### src/rtl/axi_strb_chunker.sv
// -----------------------------------------------------------------------------
// axi_strb_chunker
//
// Splits one AXI W beat into P-Mesh store requests. The beat arrives as a
// strobe, an address and a tag. Each request is a naturally aligned block of
// 2^k bytes, no larger than MAX_CHUNK. Requests leave in ascending byte
// offset. Their masks are disjoint, and together they cover exactly the
// strobe. A beat with an all-zero strobe produces no request.
//
// Parameters
//   STRB_W     bytes per beat (power of two, 2..64)
//   MAX_CHUNK  largest request in bytes (power of two, 1..STRB_W)
//   ADDR_W     byte-address width
//   TAG_W      opaque tag width, copied onto every request of the beat
//
// Ports
//   clk, rst   clock, synchronous active-high reset
//   s_valid    in   input beat valid
//   s_ready    out  input beat ready (high only in IDLE and outside reset)
//   s_strb     in   byte strobe, bit i = byte i of the beat
//   s_addr     in   beat address, low log2(STRB_W) bits ignored
//   s_tag      in   beat tag
//   m_valid    out  request valid
//   m_ready    in   request ready
//   m_size     out  size code, 001=1B .. 111=64B
//   m_addr     out  beat base address with the chunk byte offset appended
//   m_mask     out  bytes covered by this request
//   m_tag      out  copy of the beat tag
//   m_last     out  final request of the current beat
// -----------------------------------------------------------------------------
module axi_strb_chunker #(
  parameter int STRB_W    = 8,
  parameter int MAX_CHUNK = 8,
  parameter int ADDR_W    = 40,
  parameter int TAG_W     = 4
) (
  input  logic              clk,
  input  logic              rst,
  input  logic              s_valid,
  output logic              s_ready,
  input  logic [STRB_W-1:0] s_strb,
  input  logic [ADDR_W-1:0] s_addr,
  input  logic [TAG_W-1:0]  s_tag,
  output logic              m_valid,
  input  logic              m_ready,
  output logic [2:0]        m_size,
  output logic [ADDR_W-1:0] m_addr,
  output logic [STRB_W-1:0] m_mask,
  output logic [TAG_W-1:0]  m_tag,
  output logic              m_last
);

  localparam int OFF_W = $clog2(STRB_W);
  localparam int K_MAX = $clog2(MAX_CHUNK);

  // Reject parameter sets that the chunk search cannot handle.
  if ((STRB_W < 2) || (STRB_W > 64) || ((STRB_W & (STRB_W - 1)) != 0)) begin : g_bad_strb
    $error("axi_strb_chunker: STRB_W must be a power of two in 2..64");
  end
  if ((MAX_CHUNK < 1) || (MAX_CHUNK > STRB_W) || ((MAX_CHUNK & (MAX_CHUNK - 1)) != 0)) begin : g_bad_chunk
    $error("axi_strb_chunker: MAX_CHUNK must be a power of two in 1..STRB_W");
  end

  typedef enum logic {
    IDLE  = 1'b0,
    SPLIT = 1'b1
  } state_t;

  state_t                     state;
  state_t                     state_d;
  logic [STRB_W-1:0]          rem;
  logic [ADDR_W-OFF_W-1:0]    base_hi;
  logic [TAG_W-1:0]           tag_q;

  logic                       accept;
  logic                       load;
  logic [OFF_W-1:0]           low_idx;
  logic [STRB_W-1:0]          chunk_mask;
  logic [2:0]                 chunk_k;
  logic [STRB_W-1:0]          rem_next;
  logic                       rem_empty;

  // The byte-offset bits of the incoming address are replaced by the chunk
  // offset, so they are never used.
  logic unused_addr_lsbs;
  assign unused_addr_lsbs = ^s_addr[OFF_W-1:0];

  assign s_ready   = (state == IDLE) && !rst;
  assign accept    = s_valid && s_ready;
  assign rem_empty = (rem == '0);

  // The output register may take a new chunk when it is empty or is being
  // drained in this same cycle.
  assign load = (state == SPLIT) && !rem_empty && (!m_valid || m_ready);

  assign rem_next = rem & ~chunk_mask;

  // Index of the lowest remaining strobe bit. Scanning from the top down
  // lets the lowest set bit win.
  always_comb begin
    low_idx = '0;
    for (int j = STRB_W - 1; j >= 0; j--) begin
      if (rem[j]) begin
        low_idx = OFF_W'(j);
      end
    end
  end

  // Try every block size from 1 byte up to MAX_CHUNK. A size qualifies when
  // the start offset is aligned to it and every byte it covers is still
  // pending. A larger qualifying size overrides a smaller one. Alignment
  // guarantees that the block stays inside the beat.
  always_comb begin
    logic [STRB_W-1:0] cand;
    cand       = '0;
    chunk_mask = '0;
    chunk_k    = '0;
    for (int k = 0; k <= K_MAX; k++) begin
      cand = ({STRB_W{1'b1}} >> (STRB_W - (1 << k))) << low_idx;
      if (((low_idx & OFF_W'((1 << k) - 1)) == '0) && ((rem & cand) == cand)) begin
        chunk_mask = cand;
        chunk_k    = 3'(k);
      end
    end
  end

  // Next-state logic. A zero-strobe beat falls straight back to IDLE.
  // Otherwise SPLIT exits when the chunk that empties rem is loaded.
  always_comb begin
    state_d = state;
    case (state)
      IDLE: begin
        if (accept) begin
          state_d = SPLIT;
        end
      end
      SPLIT: begin
        if (rem_empty) begin
          state_d = IDLE;
        end else if (load && (rem_next == '0)) begin
          state_d = IDLE;
        end
      end
      default: state_d = IDLE;
    endcase
  end

  always_ff @(posedge clk) begin
    if (rst) begin
      state <= IDLE;
    end else begin
      state <= state_d;
    end
  end

  // Beat capture and remaining-strobe bookkeeping. accept and load are never
  // true together because they belong to different states.
  always_ff @(posedge clk) begin
    if (rst) begin
      rem     <= '0;
      base_hi <= '0;
      tag_q   <= '0;
    end else if (accept) begin
      rem     <= s_strb;
      base_hi <= s_addr[ADDR_W-1:OFF_W];
      tag_q   <= s_tag;
    end else if (load) begin
      rem     <= rem_next;
    end
  end

  // Output register. It holds its contents while stalled. It clears valid
  // only on a handshake that has no replacement chunk behind it.
  always_ff @(posedge clk) begin
    if (rst) begin
      m_valid <= 1'b0;
      m_last  <= 1'b0;
      m_size  <= '0;
      m_addr  <= '0;
      m_mask  <= '0;
      m_tag   <= '0;
    end else if (load) begin
      m_valid <= 1'b1;
      m_last  <= (rem_next == '0);
      m_size  <= chunk_k + 3'd1;
      m_addr  <= {base_hi, low_idx};
      m_mask  <= chunk_mask;
      m_tag   <= tag_q;
    end else if (m_valid && m_ready) begin
      m_valid <= 1'b0;
    end
  end

endmodule

### config.mk
export PLATFORM = sky130hd
export DESIGN_NAME = axi_strb_chunker
export DESIGN_NICKNAME = d
export VERILOG_FILES = /design/src/rtl/axi_strb_chunker.sv
export SDC_FILE = /design/constraint.sdc
export NUM_CORES = 1
export LEC_CHECK = 0
export ABC_AREA = 0
export CAP_MARGIN = 20
export CORE_UTILIZATION = 25
export CTS_CLUSTER_DIAMETER = 120
export DETAILED_ROUTE_END_ITERATION = 6
export GPL_ROUTABILITY_DRIVEN = 0
export SLEW_MARGIN = 25
export SYNTH_ARGS = -nofsm -noshare
export SYNTH_HDL_FRONTEND = slang
export SYNTH_SLANG_ARGS = --single-unit
### constraint.sdc
create_clock -name clk -period 6.5 [get_ports clk]
set_clock_uncertainty 0.1 [all_clocks]
set_input_delay 1.3 -clock clk [delete_from_list [all_inputs] [get_ports clk]]
set_output_delay 1.3 -clock clk [all_outputs]
set_load 0.01 [all_outputs]
==> Flow_metrics.wiki <==
{| class="wikitable"
! Metric !! Value
|-
| Post-Route Setup TNS || 0 ns
|-
| Synthesized area || 4620 µm²
|-
| Final Instance Area || 6150 µm²
|-
| Post-synth EDFFs || 0
|-
| Ratio of cells with drive above 1 in the final layout || 5.08%
|-
| Number of DRC violations after detailed routing || 0
|-
| Detailed-routing iteration count for the pre-antenna-repair pass || 6
|-
| Worst reg2reg endpoint || m_last
|-
| Critical-path cell with the highest stage delay || or4_1
|-
| Most frequent cells in the layout || nand2_1 (193), clkdlybuf4s50_1 (109), dfxtp_1 (107)
|-
| Pin count of the biggest net entering global routing || 62
|-
| Worst setup path start || rem[7]
|-
| Critical Setup Path Class || flip-flop to flip-flop
|-
| I/O Pins || 114
|-
| # Max-Cap Violations || 0
|-
| Clock transition at path regs || 0.07 ns
|-
| Flops & latches, synth || 107
|-
| Final Power || 1730 µW
|-
| Sink Count || 107
|-
| FF-to-FF path depth || 12
|-
| Worst-skew pair later-pin latency || 0.35 ns
|-
| Most common cell after layout, fill and taps aside || nand2_1
|-
| Setup repair after global routing missed its margin || false
|-
| Core Box Area || ~18000 µm²
|-
| Global-route wire length before repair || ~21 mm
|-
| Peak VDD IR || 0.121 mV
|-
| Startpoint type of the worst setup path || flip-flop
|-
| Hold path startpoint || tag_q[0]
|-
| Maximum count of clock buffers along a single path || 2
|-
| Pwr dens || 281 nW/µm²
|-
| Number of unique standard cell types used by synthesis || 56
|-
| Number of antenna violations at the first check in global routing || 0
|-
| GRT Resource Usage Total || 14.7%
|-
| Net total in the final layout || 752
|-
| P_leak || ~0.0022 µW
|-
| Total CTS buffers || 9
|-
| Min Hold Slack || 0.349 ns
|-
| Count of input and output buffers || 110
|-
| Area of the die || 19000 µm²
|-
| Yosys warning total || 0
|-
| Clock tree from TritonCTS || yes
|-
| Number of buffer and inverter stages on the critical path || 1
|-
| Time the worst path needs with I/O delays and setup || 4.10 ns
|-
| Max Fclk || 0.244 GHz
|-
| Worst endpoint data arrival time || 4.25 ns
|-
| Width of the die || about 140 µm
|-
| Detailed-placement wirelength estimate || 8.95 mm
|-
| Required time reported for the critical path endpoint || 6.65 ns
|-
| Delay of the slowest cell on the worst path || 0.62 ns
|-
| Hold-critical path endpoint || m_tag[0]
|-
| Total number of H-tree levels || 3
|-
| Number of global-route vias before repair || 4023
|-
| Top flip-flop cell by instance count after synthesis || dfxtp_1
|-
| First-iteration detailed-routing DRC count || 358
|-
| Mean Syn Cell Area || 7.69 µm²
|-
| Share of the clock period used by the worst path after layout || 63.1%
|-
| Critical path's top delay family || simple AND/OR/NAND/NOR gates
|-
| Final count of hold timing violations || 0
|-
| Area Growth Syn to Fin || 33.0%
|-
| Post-Syn Nets || between 600 and 700
|-
| Hold path cells || 2
|-
| Type of the tightest min-delay check || flip-flop to flip-flop
|-
| Setup Viol. Count Final || 0
|-
| Slew at the pin closest to its max-slew limit || 0.821 ns
|-
| Reg-to-Reg Start || rem[7]
|-
| Number of buffers inserted by post-CTS setup repair || 0
|-
| Cell-by-cell listing of the critical path || or4_1 -> nand2_1 -> inv_2 -> ha_1 -> nand2b_1 -> o2111a_1 -> o2111ai_1 -> or3_1 -> mux2i_1 -> o21ai_0 -> a21oi_1 -> a32o_2
|-
| Final ANT Viol Nets || 0
|-
| Standard cell area after detailed placement || ~5900 µm²
|-
| Number of vias after detailed routing || approximately 4300
|-
| Status || completed
|-
| DRT Wirelength || roughly 14 mm
|-
| Final Util || 34.1%
|-
| Max transition margin || 44.7%
|-
| Die extent in y || 138 µm
|-
| Antenna diode count || 0
|-
| Max Slew Vio Count || 0
|-
| Gate Count Post-Synth || between 600 and 700
|-
| Cell at the root of the clock tree || clkbuf_16
|-
| Total grt overflow || 0
|-
| Sequential cell area fraction in the yosys report || between 40% and 50%
|-
| Capturing element type of the critical path || flip-flop
|-
| Post-cts repair resize count || 0
|-
| Highest net fanout along the worst path || 12
|-
| Starting utilization of the core area || 25.6%
|-
| Row cnt || 49
|-
| Synth async-reset ratio || 0%
|-
| Routed vias/inst || 4.73
|-
| WL/cell || 14.9 µm
|-
| Reg2reg setup slack || 2.40 ns
|-
| Post-CTS Hold Buffers || 0
|}
-- how the worst max path moves through the flow --
stage          cells past startpoint  slack (ns)      to
6_report                          12        2.40  m_last
5_1_grt                           15        2.16  rem[2]
4_1_cts                           12        2.46  m_last
3_5_place_dp                      12        2.48  m_last
3_3_place_gp                      12        2.44  m_last
2_1_floorplan                     17        2.69  m_last
-- sequential cells by signal (all words and copies together) (netlist names), 3 cells and up --
signal   cells
tag_q        4
m_size       3
m_addr      40
m_tag        4
rem          8
base_hi     37
m_mask       8
-- per-stage QoR --
step	cells	worst slack [ns]
after floorplan	601	2.69
after global placement	902	2.44
after detailed placement	902	2.48
after CTS	918	2.46
after global routing	918	2.16
final	918	2.40
-- cell usage after synthesis, types with 3 or more instances --
master / number / area share, %
a21o_1: 4 / 0.65
a21oi_1: 64 / 6.9
and2_1: 3 / 0.41
and3_1: 3 / 0.41
buf_1: 4 / 0.32
buf_2: 3 / 0.32
clkbuf_1: 35 / 2.8
dfxtp_1: 107 / 46
ha_1: 12 / 3.3
inv_1: 11 / 0.89
mux2i_1: 4 / 0.87
nand2_1: 193 / 16
nand2b_1: 10 / 1.4
nand3_1: 24 / 2.6
nor2_1: 22 / 1.8
nor3_1: 7 / 0.76
o21ai_0: 43 / 4.7
or3_1: 3 / 0.41
-- power by group --
| group | switching [µW] | total, µW | leakage (µW) | internal [µW] |
|---|---|---|---|---|
| Combinational | 278 | 465 | 0.00122 | 186 |
| Clock | 251 | 513 | 0.000130 | 263 |
| Sequential | 39.6 | 749 | 0.000873 | 709 |
| Total | 569 | 1730 | 0.00222 | 1160 |
-- cell families (layout without fill, tap and decap cells) --
logic type      count (synthesis)  after routing  synth area share, %
simple gates                  275            275                 25.1
buf+inv                        56            144                 4.96
fa+ha+maj                      12             12                 3.25
compound gates                145            145                 19.0
mux                             6              6                 1.35
flops                         107            107                 46.4
-- metal layers --
metal | global-route usage [%] | share of wire [%]
met4 | 4.95 | 1.4
met2 | 23.1 | 45
met5 | 0 | 0
met1 | 19.1 | 47
met3 | 4.28 | 7.2
-- worst min-delay path, delay by kind of cell, from the launching register on --
family	cells	cell delay, ns
AOI/OAI and AO/OA	1	0.05
DFF	1	0.31
and+or+nand+nor	1	0.05
-- cell type report --
cell class / instances / area (µm²)
Fill cell: 1943 / 11900
Multi-Input combinational cell: 438 / 2260
Sequential cell: 107 / 2140
Timing Repair Buffer: 116 / 1140
Tap cell: 229 / 287
Clock buffer: 11 / 233
Inverter: 12 / 45.0
Clock inverter: 5 / 38.8
(Power assumes the default switching activity.)
